===== src/rtl/vector_alu_sequencer_if.sv =====
// vector_alu_sequencer_if
//   Request / ALU / response bundle for vector_alu_sequencer.
//   slave  : sequencer side (accepts req, drives ALU, produces rsp)
//   master : issue-stage / ALU / consumer side
//   Signals:
//     req_valid/req_ready, req_op[1:0], req_a/req_b[LANES*WIDTH]
//     req_bcast (only when VSEC_BCAST_EN is defined)
//     alu_a/alu_b[WIDTH], alu_ctrl[1:0], alu_result[WIDTH], alu_flags[1:0] ({Z,N})
//     rsp_valid/rsp_ready, rsp_result[LANES*WIDTH], rsp_flags[1:0], rsp_err
//   Optional feature macro: VSEC_BCAST_EN
interface vector_alu_sequencer_if #(
  parameter int WIDTH = 8,
  parameter int LANES = 4
);
  logic                   req_valid;
  logic                   req_ready;
  logic [1:0]             req_op;
  logic [LANES*WIDTH-1:0] req_a;
  logic [LANES*WIDTH-1:0] req_b;
`ifdef VSEC_BCAST_EN
  logic                   req_bcast;
`endif
  logic [WIDTH-1:0]       alu_a;
  logic [WIDTH-1:0]       alu_b;
  logic [1:0]             alu_ctrl;
  logic [WIDTH-1:0]       alu_result;
  logic [1:0]             alu_flags;
  logic                   rsp_valid;
  logic                   rsp_ready;
  logic [LANES*WIDTH-1:0] rsp_result;
  logic [1:0]             rsp_flags;
  logic                   rsp_err;

  modport slave (
`ifdef VSEC_BCAST_EN
    input  req_bcast,
`endif
    input  req_valid, req_op, req_a, req_b,
    output req_ready,
    output alu_a, alu_b, alu_ctrl,
    input  alu_result, alu_flags,
    output rsp_valid, rsp_result, rsp_flags, rsp_err,
    input  rsp_ready
  );

  modport master (
`ifdef VSEC_BCAST_EN
    output req_bcast,
`endif
    output req_valid, req_op, req_a, req_b,
    input  req_ready,
    input  alu_a, alu_b, alu_ctrl,
    output alu_result, alu_flags,
    input  rsp_valid, rsp_result, rsp_flags, rsp_err,
    output rsp_ready
  );
endinterface


===== src/rtl/vector_alu_sequencer.sv =====
// vector_alu_sequencer
//   Walks one packed vector op through a shared combinational scalar ALU,
//   one lane per cycle, then holds the packed result plus aggregate flags
//   until the consumer takes it.
//   Ports:
//     clk    : clock, rising edge
//     rst_n  : asynchronous active-low reset
//     bus    : vector_alu_sequencer_if.slave (request, ALU drive/capture, response)
//     busy   : high whenever not IDLE
//   Optional feature macro: VSEC_BCAST_EN (adds bus.req_bcast; lane 0 of B
//   is replicated to every lane when sampled high at acceptance).
module vector_alu_sequencer #(
  parameter int WIDTH = 8,
  parameter int LANES = 4
) (
  input  logic                  clk,
  input  logic                  rst_n,
  vector_alu_sequencer_if.slave bus,
  output logic                  busy
);
  localparam int CW = (LANES > 1) ? $clog2(LANES) : 1;

  typedef enum logic [1:0] {IDLE, ISSUE, RESP} state_t;

  typedef struct packed {
    logic [1:0]                  op;
    logic [LANES-1:0][WIDTH-1:0] a;
    logic [LANES-1:0][WIDTH-1:0] b;
  } req_t;

  state_t                      state, state_nxt;
  req_t                        rq;
  logic [LANES-1:0][WIDTH-1:0] res;
  logic [LANES-1:0][WIDTH-1:0] b_in;
  logic [CW-1:0]               cnt;
  logic                        nacc, zacc, err;
  logic                        accept, illegal, last;

  assign accept  = bus.req_valid && bus.req_ready;
  assign illegal = (bus.req_op == 2'b10);
  assign last    = (cnt == CW'(LANES-1));

  // Broadcast is folded into the captured B so the issue path stays per-lane.
`ifdef VSEC_BCAST_EN
  always_comb begin
    b_in = bus.req_b;
    if (bus.req_bcast)
      for (int i = 0; i < LANES; i++) b_in[i] = bus.req_b[WIDTH-1:0];
  end
`else
  assign b_in = bus.req_b;
`endif

  always_ff @(posedge clk or negedge rst_n) begin
    if (!rst_n) begin
      state <= IDLE;
      rq    <= '0;
      res   <= '0;
      cnt   <= '0;
      nacc  <= 1'b0;
      zacc  <= 1'b0;
      err   <= 1'b0;
    end else begin
      state <= state_nxt;
      case (state)
        IDLE: if (accept) begin
          rq.op <= bus.req_op;
          rq.a  <= bus.req_a;
          rq.b  <= b_in;
          res   <= '0;
          cnt   <= '0;
          err   <= illegal;
          nacc  <= 1'b0;
          // Illegal ops report flags 00, so Z must not start at 1 for them.
          zacc  <= !illegal;
        end
        ISSUE: begin
          res[cnt] <= bus.alu_result;
          nacc     <= nacc | bus.alu_flags[0];
          zacc     <= zacc & bus.alu_flags[1];
          cnt      <= cnt + CW'(1);
        end
        default: ;
      endcase
    end
  end

  always_comb begin
    state_nxt    = state;
    bus.alu_a    = '0;
    bus.alu_b    = '0;
    bus.alu_ctrl = 2'b00;
    case (state)
      IDLE:  if (accept) state_nxt = illegal ? RESP : ISSUE;
      ISSUE: begin
        bus.alu_a    = rq.a[cnt];
        bus.alu_b    = rq.b[cnt];
        bus.alu_ctrl = rq.op;
        if (last) state_nxt = RESP;
      end
      RESP:  if (bus.rsp_ready) state_nxt = IDLE;
      default: state_nxt = IDLE;
    endcase
  end

  assign bus.req_ready  = (state == IDLE);
  assign bus.rsp_valid  = (state == RESP);
  assign busy           = (state != IDLE);
  assign bus.rsp_result = res;
  assign bus.rsp_flags  = {zacc, nacc};
  assign bus.rsp_err    = err;
endmodule

===== src/flat_wrapper.sv =====
// flat-port wrapper written by rule: the top's interface ports become plain ports
module vector_alu_sequencer_flat 
#(
  parameter int WIDTH = 8,
  parameter int LANES = 4
)
  (clk, rst_n, busy, bus_req_valid, bus_req_op, bus_req_a, bus_req_b, bus_req_ready, bus_alu_a, bus_alu_b, bus_alu_ctrl, bus_alu_result, bus_alu_flags, bus_rsp_valid, bus_rsp_result, bus_rsp_flags, bus_rsp_err, bus_rsp_ready);
  vector_alu_sequencer_if #(.WIDTH(WIDTH), .LANES(LANES)) bus_i ();
  input  logic clk;
  input  logic rst_n;
  output logic busy;
  input wire logic [$bits(bus_i.req_valid)-1:0] bus_req_valid;
  input wire logic [$bits(bus_i.req_op)-1:0] bus_req_op;
  input wire logic [$bits(bus_i.req_a)-1:0] bus_req_a;
  input wire logic [$bits(bus_i.req_b)-1:0] bus_req_b;
  output wire logic [$bits(bus_i.req_ready)-1:0] bus_req_ready;
  output wire logic [$bits(bus_i.alu_a)-1:0] bus_alu_a;
  output wire logic [$bits(bus_i.alu_b)-1:0] bus_alu_b;
  output wire logic [$bits(bus_i.alu_ctrl)-1:0] bus_alu_ctrl;
  input wire logic [$bits(bus_i.alu_result)-1:0] bus_alu_result;
  input wire logic [$bits(bus_i.alu_flags)-1:0] bus_alu_flags;
  output wire logic [$bits(bus_i.rsp_valid)-1:0] bus_rsp_valid;
  output wire logic [$bits(bus_i.rsp_result)-1:0] bus_rsp_result;
  output wire logic [$bits(bus_i.rsp_flags)-1:0] bus_rsp_flags;
  output wire logic [$bits(bus_i.rsp_err)-1:0] bus_rsp_err;
  input wire logic [$bits(bus_i.rsp_ready)-1:0] bus_rsp_ready;
  assign bus_i.req_valid = bus_req_valid;
  assign bus_i.req_op = bus_req_op;
  assign bus_i.req_a = bus_req_a;
  assign bus_i.req_b = bus_req_b;
  assign bus_req_ready = bus_i.req_ready;
  assign bus_alu_a = bus_i.alu_a;
  assign bus_alu_b = bus_i.alu_b;
  assign bus_alu_ctrl = bus_i.alu_ctrl;
  assign bus_i.alu_result = bus_alu_result;
  assign bus_i.alu_flags = bus_alu_flags;
  assign bus_rsp_valid = bus_i.rsp_valid;
  assign bus_rsp_result = bus_i.rsp_result;
  assign bus_rsp_flags = bus_i.rsp_flags;
  assign bus_rsp_err = bus_i.rsp_err;
  assign bus_i.rsp_ready = bus_rsp_ready;
  vector_alu_sequencer #(.WIDTH(WIDTH), .LANES(LANES)) u_core (.clk(clk), .rst_n(rst_n), .bus(bus_i), .busy(busy));
endmodule

===== config.mk =====
export PLATFORM = sky130hd
export DESIGN_NAME = vector_alu_sequencer_flat
export DESIGN_NICKNAME = d
export VERILOG_FILES = /design/src/rtl/vector_alu_sequencer_if.sv /design/src/rtl/vector_alu_sequencer.sv /design/src/flat_wrapper.sv
export SDC_FILE = /design/constraint.sdc
export NUM_CORES = 1
export LEC_CHECK = 0
export CAP_MARGIN = 20
export CORE_UTILIZATION = 30
export DETAILED_ROUTE_END_ITERATION = 8
export GPL_TIMING_DRIVEN = 0
export PLACE_DENSITY = 0.57
export SLEW_MARGIN = 15
export SYNTH_ARGS = -nofsm -noshare
export SYNTH_HDL_FRONTEND = slang
export SYNTH_SLANG_ARGS = --single-unit

===== constraint.sdc =====
create_clock -name clk -period 1.9 [get_ports clk]
set_clock_uncertainty 0.2 [all_clocks]
set_input_delay 0.38 -clock clk [delete_from_list [all_inputs] [get_ports clk]]
set_output_delay 0.38 -clock clk [all_outputs]
set_load 0.01 [all_outputs]

# Yosys cells after proc, flatten, opt, wreduce, memory -nomap -nowiden
# Cells that the tools add are included.
[totals]
out_inout_bits = 56
word_cells = 62
reg_bits = 105
[classes]
bitwise = 2
eq_ne = 7
n_reduce_logical = 9
n_mux = 23
n_addsub = 1
n_lt_le_gt_ge = 2
[op_table]
columns = ["op", "n"]
rows = [
  ["$pmux 32 s2", 1],
  ["$mux 8", 5],
  ["$bmux 8 s2", 2],
  ["$bwmux 32", 1],
  ["$mux 32", 1],
  ["$demux 8 s2", 1],
  ["$mux 2", 6],
  ["$eq 2x2->1 const B", 3],
  ["$pmux 2 s3", 1],
  ["$ne 2x1->1 const B", 2],
  ["$pmux 1 s2", 2],
  ["$pmux 2 s2", 1],
  ["$reduce_and 2->1", 2],
  ["$reduce_bool 2->1", 2],
  ["$lt 2x3->1 const B", 1],
  ["$reduce_and 3->1", 1],
  ["$add 2x1->2 const B", 1],
  ["$eq 2x1->1 const B", 1],
  ["$ge 2x1->1 const B", 1],
  ["$logic_and 1x1->1", 2],
  ["$logic_not 2->1", 1],
  ["$mux 1", 2],
  ["$ne 2x2->1 const B", 1],
  ["$and 1x1->1", 1],
  ["other kinds (2)", 2],
]

# Longest topological paths before layout
[logic_depth]
word_depth = 6
mapped_depth = 8

# Least setup slack after synthesis
# OpenSTA, ideal clock, no wires.
[synth_path]
path_type = "register -> output"
startpoint = "register u_core.cnt[0]"
endpoint = "output port bus_alu_b[0]"
n_path_buf = 2
setup_slack_ns = -0.066
stages_incl_launch_ff = 5
arrival_ns = 1.386
path_cell_list = "dfrtp_1 -> buf_6 -> buf_6 -> mux4_2 -> and2_1"
[synth_between]
elab_chain_cells = 3
[synth_rtl]
columns = ["item", "line", "text"]
rows = [
  ["start: declaration", "vector_alu_sequencer.sv:35", "logic [CW-1:0] cnt;"],
  ["start signal: assignment", "vector_alu_sequencer.sv:81", "cnt <= cnt + CW'(1);"],
  ["$bmux 8 s2", "vector_alu_sequencer.sv:97", "bus.alu_b = rq.b[cnt];"],
  ["$mux 8 (not written as such)", "vector_alu_sequencer.sv:97", ""],
  ["$mux 8", "vector_alu_sequencer.sv:93", "case (state)"],
  ["end: declaration", "flat_wrapper.sv:18", "output wire logic [$bits(bus_i.alu_b)-1:0] bus_alu_b;"],
]
# No other way between the ends. The select of a mux whose other input is x is not followed.

# Final worst setup path
[layout_path]
startpoint = "register u_core.cnt[0]"
endpoint = "output port bus_alu_b[2]"
# The elaborated chain is that of the path after synthesis.

==> flow_summary_export.csv <==
group,metric,value,unit
run_status,status,"finished with violations",
run_status,violations,"negative setup slack",
clock_network,cts.htree.levels,3,
synth,synth_area_leaders,"dfrtp_1 (56%), nand2_1 (16%), mux4_2 (7.7%), a22o_1 (6.2%), buf_6 (2.7%)",
critical_path,cp_slowest_cell,"mux4_2",
timing,fin_crit_sh,1.26,
drt,drt_iter0_markers,225,
clock_network,cts_buffer_depth,2,
global_routing,grt_pass1_wl,20800,um
job,max_cap_viol_count,0,
layout,fillers,1392,
layout,drive_gt1_frac,0.235,
synth,synthXorXnorAreaFrac,0,
layout,multi_input_area,1880,um2
synth,yosys-mux-area-fraction,0.0823,
critical_path,endpoint_kind,"primary output",
floorplan,start_util,0.307,
synth,synth-warning-count,0,
synth,synth_top_area_share,0.565,
worst_hold_path,hp-class,"reg2reg",
synth,synth.avg_cell_area,10.6,um2
layout,areaGrowthSynthToFinish,52.0,%
synth,synthCells,438,
critical_path,path_cells,"buf_12 -> buf_12 -> mux4_2 -> and2_4 -> buf_6",
drt,wire_per_inst,16.6,um
synth,netlist_top_cells_count,"nand2_1 (199), dfrtp_1 (105), a22o_1 (33), and2_1 (19), mux4_2 (16)",
layout,nets,699,
layout,seq_area,2630,um2
timing,hold_viol,0,
timing,clock.fmax,417,MHz
floorplan,die_y,127,um
placement,numPortBuffers,135,
critical_path,cp_slowest_stage_delay,0.49,ns
synth,synth_ff_type,"dfrtp_1",
critical_path,critPathKind,"reg2out",
floorplan,die_w,127,um
timing,setup-tns-final,-9.56,ns
critical_path,cp.required,1.32,ns
clock_network,clk_latency,0.35,ns
global_routing,first_global_vias,3812,
floorplan,core_area,15100,um2
placement,dpl.hpwl,9090,um
critical_path,startpoint_type,"register",
drt,via_per_inst,4.70,
synth,synth_fa_ha_area_frac,0.0108,
synth,synth_area,4650,um2
drt,drcViolationCount,0,
synth,ys_seq_area_frac,0.565,
layout,final_area,7070,um2
synth,synth-compound-area-share,0.0748,
clock_network,cts-buffers-inserted,9,
synth,synth-edff-count,0,
drt,dr.pass1.iters,5,
synth,syn-num-nets,522,
timing,slew_headroom,0.765,
layout,final_core_util,0.467,
synth,synth_area_leader_cell,"dfrtp_1",
global_routing,overflow,0,
timing,postLayoutSetupSlackWorst,-0.496,ns
floorplan,dieArea,16000,um2
drt,ant_nets,0,
drt,num_vias,3798,
critical_path,r2r_setup_slack,-0.15,ns
synth,synthSimpleGateAreaFrac,0.215,
critical_path,critical_path.top_delay_family,"multiplexers",
critical_path,crit_top_cell,"buf_12",
timing,drv_slew,0,
pwr,power_density,1680,nW/um2
clock_network,cts_sinks,105,
synth,yosys.cell_types.count,29,
clock_network,root_buffer,"clkbuf_16",
synth,yosysMostFrequentCell,"nand2_1",
clock_network,clk_pin_slew,0.07,ns
synth,synth_top_family_by_area,"simple AND/OR/NAND/NOR gates",
layout,n_antenna_cell,0,
timing,rsz0062_at_grt,"yes",
placement,globalplace.congestion,0.790,
pwr,vdd_ir_drop_max,0.659,mV
global_routing,track_usage,0.172,
global_routing,antenna_found_initial,0,
clock_network,cts_tree,"done",
global_routing,grt_start_max_net_pins,71,
timing,tightest_slew,0.345,ns
critical_path,crit_fanout,8,
critical_path,path_buf_inv,3,
pwr,leakagePower,3.43,nW
drt,drt_wl_total,13400,um
timing,setup_viol,34,
critical_path,cp.arrival,1.82,ns
synth,ys_async_sr_fraction,1.00,
placement,place_area,6300,um2
floorplan,num_io_pins,136,
synth,synth-seq-cells,105,
timing,period_needed,2.40,ns
floorplan,rows,45,
worst reg2reg max path: stages, from the launching register on:
cell and delay, ns:
dfrtp_1 0.42, buf_12 0.16, buf_12 0.14, buf_4 0.13, buf_6 0.11, inv_4 0.06
ha_4 0.13, and3b_2 0.21, buf_6 0.13, nor2_4 0.06, a22o_1 0.20
sequential cells by signal, summed over array words and instances (netlist names):
register and count:
u_core.bus.rsp_result 32, u_core.rq 66, u_core.state 2, u_core.bus.rsp_err 1, u_core.nacc 1, u_core.zacc 1
u_core.cnt 2
placed cells by master, fill, tap and decap left out, types with 3 or more instances in the layout:
master / count
buf_12: 6
buf_4: 21
nand2b_1: 3
ha_1: 3
buf_8: 3
nand2_1: 199
buf_2: 9
dfrtp_1: 105
nor2_4: 3
mux4_2: 16
clkbuf_16: 11
o21ai_0: 3
and2_4: 17
clkbuf_1: 3
a22o_1: 33
buf_6: 39
clkdlybuf4s50_1: 110
report_power, final:
part / switching [mW] / total [mW] / leakage (nW) / internal, mW
clock network: 0.798 / 1.76 / 0.133 / 0.961
registers: 0.584 / 3.84 / 1.33 / 3.26
logic: 2.71 / 6.29 / 1.96 / 3.58
layer usage:
layer  global-route usage  wire length, um
met5                    0                0
met4               0.0468              170
met3               0.0451              779
met2                0.278             6470
met1                0.228             6000
final cells by class:
class	count	share of cell area
inverter	4	0.00319
tap	188	0.0333
buffer	26	0.0405
clock buffer	14	0.0373
sequential	105	0.372
multi-input combinational	299	0.265
timing repair buffer	170	0.247
clock inverter	2	0.00177
kinds of logic after synthesis:
family | Yosys count
AOI/OAI and AO/OA | 42
adders and majority gates | 4
buffers and inverters | 34
DFF | 105
muxes | 17
and+or+nand+nor | 236
worst paths after layout:
kind,start,end,depth (start not counted)
worst max-delay path,u_core.cnt[0],bus_alu_b[2],5
worst min-delay path,u_core.rq[21],u_core.rq[21],2
worst max register to register,u_core.cnt[0],u_core.bus.rsp_result[5],10
worst min register to register,u_core.rq[21],u_core.rq[21],2
max in group asynchronous,rst_n,u_core.rq[55],3
min in group asynchronous,rst_n,u_core.bus.rsp_result[8],2
stage by stage:
step	hold slack, ns	setup WS, ns	power [mW]	instances
2_1_floorplan	-0.116	-0.0380	6.82	438
3_3_place_gp	0.253	-3.69	8.94	761
3_5_place_dp	0.104	-0.644	9.05	762
4_1_cts	0.275	-0.521	11.5	792
5_1_grt	0.288	-0.572	12.7	808
6_report	0.273	-0.496	11.9	808
what timing repair did:
item | 4_1_cts | 5_1_grt
setup endpoints to repair | 47 | 67
hold endpoints to repair | 35 | 0
hold buffers | 1 | 0
pin swaps | 23 | 21
buffers inserted | 14 | 14
gates resized for setup | 136 | 33
gates cloned | 0 | 5
No activity file was read; power rests on OpenSTA's default activity.
==> edit: new RTL, same settings <==
`WIDTH` is set to 8 in 3 places; all go to 12.
--- a/src/rtl/vector_alu_sequencer_if.sv
+++ b/src/rtl/vector_alu_sequencer_if.sv
@@ -10,5 +10,5 @@
 //   Optional feature macro: VSEC_BCAST_EN
 interface vector_alu_sequencer_if #(
-  parameter int WIDTH = 8,
+  parameter int WIDTH = 12,
   parameter int LANES = 4
 );
--- a/src/rtl/vector_alu_sequencer.sv
+++ b/src/rtl/vector_alu_sequencer.sv
@@ -11,5 +11,5 @@
 //   is replicated to every lane when sampled high at acceptance).
 module vector_alu_sequencer #(
-  parameter int WIDTH = 8,
+  parameter int WIDTH = 12,
   parameter int LANES = 4
 ) (
--- a/src/flat_wrapper.sv
+++ b/src/flat_wrapper.sv
@@ -2,5 +2,5 @@
 module vector_alu_sequencer_flat 
 #(
-  parameter int WIDTH = 8,
+  parameter int WIDTH = 12,
   parameter int LANES = 4
 )
Ports: changed (6 resized); port bits go from 136 to 196. The function was not compared with the original's and may differ.
==> edit against the original RTL <==
- the flow still finishes with violations (setup timing)
- sequential cell count increased by 48
- wire length up 63%
- final area is 49% higher
- total power rose by 55%
- global-route usage grew 2.3 points
- synthesized area increased by 45%
- worst setup slack lost 110 ps
- utilization is 1.5 points higher
- critical path type unchanged
==> edit: results (changes against the original RTL) <==
INFO  metric clock_tree.htree_level_count = 4 (+1)
INFO  metric multi_input_logic_area = 0.00263 mm^2 (+40%)
INFO  metric synth_compound_area_share = 7.14% (-0.34 points)
INFO  metric max_stage_delay = 510 ps (+20 ps)
INFO  metric critical_path.max_fanout = 5 (-3)
INFO  metric hpwl = 14.3 mm (+58%)
INFO  metric setup-violations-final = 61 (+79%)
INFO  metric mappedNetlistNets = 748 (+43%)
INFO  metric post_drt_via_cell_ratio = 4.63 (-1.6%)
INFO  metric failed_checks = setup timing
INFO  metric hold_path_depth = 2 (unchanged)
INFO  metric maximum_number_of_pins_on_one_net_before_global_route_repair = 78 (+9.9%)
INFO  metric layout.nets = 1010 (+44%)
INFO  metric post_synth_fa_ha_maj_area_fraction = 0.743% (-0.33 points)
INFO  metric drt_iter0_drc = 256 (+14%)
INFO  metric num-fill-cells = 2039 (+46%)
INFO  metric worst_setup_hold_path_clk_slew = 70 ps (about the same)
INFO  metric gp_congestion = 0.776 (-1.9%)
INFO  metric setup_slack_on_the_worst_flop_to_flop_path = -60 ps (+90 ps)
INFO  metric fin_ws = -607 ps (-111 ps)
INFO  metric critical_path_data_arrival_time = 1930 ps (+110 ps)
INFO  metric yosysSeqAreaShare = 56.9% (+0.40 points)
INFO  metric routedWlPerCell = 18.5 um (+11%)
INFO  metric first_global_vias = 5650 (+48%)
INFO  metric netSwitchingPower = 6.43 mW (+57%)
INFO  metric track_usage = 19.5% (+2.3 points)
INFO  metric place.port_buffers = 195 (+44%)
INFO  metric placed_area = 0.00908 mm^2 (+44%)
INFO  metric synth.mux.area_fraction = 9.29% (+1.1 points)
INFO  metric post_route_cells_drive_above_1_share = 24.8% (+1.3 points)
INFO  metric source_to_sink_clock_delay_at_the_later_pin_of_the_worst_skew_pair = 420 ps (+70 ps)
INFO  metric vdd_ir_drop_max = 0.671 mV (+1.9%)
INFO  metric reg2regPathDepth = 9 (-1)
INFO  metric status = finished, violations left
INFO  metric leakage = 5.31 nW (+55%)
INFO  metric synth_cell_types = 26 (-10%)
INFO  metric netlist_top_cells_area = sky130_fd_sc_hd__dfrtp_1 (57%), sky130_fd_sc_hd__nand2_1 (16%), sky130_fd_sc_hd__mux4_1 (7.8%)
INFO  metric largest_register_ffs = 98 (+48%)
INFO  metric regToRegEndpoint = u_core.bus.rsp_result[27]
INFO  metric synthTopCellsByCount = sky130_fd_sc_hd__nand2_1 (295), sky130_fd_sc_hd__dfrtp_1 (153), sky130_fd_sc_hd__a22o_1 (49)
INFO  metric worst_hold_slack = 274 ps (+1.27 ps)
## edit: changes by cell type in the layout (fill, tap and decap cells not counted), moves of 11 or more
cell / before / now
sky130_fd_sc_hd__a22o_1: 33 / 49
sky130_fd_sc_hd__nand2_1: 199 / 293
sky130_fd_sc_hd__clkbuf_16: 11 / 23
sky130_fd_sc_hd__dlygate4sd2_1: 2 / 48
sky130_fd_sc_hd__buf_8: 3 / 14
sky130_fd_sc_hd__dfrtp_1: 105 / 153
sky130_fd_sc_hd__buf_6: 39 / 58
## edit: power groups by stage
stage               logic (mW)  clock network (mW)  registers (mW)
global route              10.1                3.85            5.75
finish                    9.24                3.64            5.58
global placement          7.38                   0            5.57
floorplan                 4.21                   0            5.55
detailed placement        7.49                   0            5.61
CTS                       8.52                3.69            5.57
## edit: final cells by class
type / count / share of cell area [%]
Sequential cell: 153 / 36.3
Multi-Input combinational cell: 427 / 25.0
Timing Repair Buffer: 245 / 24.3
Buffer: 42 / 5.01
Clock buffer: 18 / 4.16
Tap cell: 280 / 3.32
Clock inverter: 14 / 1.76
Inverter: 4 / 0.214
## edit: worst max path at each step
stage,start,to,depth (start not counted)
2_1_floorplan,u_core.cnt[0],bus_alu_b[4],4
3_3_place_gp,rst_n,u_core.rq[18],1
3_5_place_dp,u_core.state[0],bus_alu_b[9],5
4_1_cts,u_core.cnt[0],bus_alu_b[2],6
5_1_grt,u_core.cnt[0],bus_alu_b[2],5
6_report,u_core.cnt[0],bus_alu_b[2],5
## edit: timing repair
item	4_1_cts	5_1_grt
resized for setup	278	62
endpoints found under the hold margin	76	0
setup endpoints to repair	111	176
setup buffers	23	17
pin swaps	22	10
hold buffers	1	0
gates cloned	3	8
## edit: worst min-delay path, cell delays in order (launching register included)
cell and delay, ps:
sky130_fd_sc_hd__dfrtp_1 340, sky130_fd_sc_hd__nand2_1 50, sky130_fd_sc_hd__nand2_1 50
## edit: kinds of logic after synthesis
kind of cell             count (synthesis)
AO/OA/AOI/OAI                           58
adder cells (fa/ha/maj)                  4
buffers and inverters                   48
flip-flops                             153
multiplexers                            25
AND/OR/NAND/NOR                        340
## edit: through the flow
| stage | cells | setup slack [ps] | TNS, ps |
|---|---|---|---|
| after global routing | 1183 | -674 | -21800 |
| final | 1183 | -607 | -15510 |
| after CTS | 1163 | -658 | -19290 |
| after global placement | 1103 | -6250 | -1014000 |
| after floorplan | 628 | -47.6 | -413 |
| after detailed placement | 1104 | -846 | -65010 |
## edit: per-layer routing
| layer | part of all wire (%) | GRT usage [%] |
|---|---|---|
| met2 | 48 | 31.7 |
| met3 | 5.3 | 3.11 |
| met5 | 0 | 0 |
| met1 | 46 | 26.8 |
| met4 | 0.75 | 5.30 |
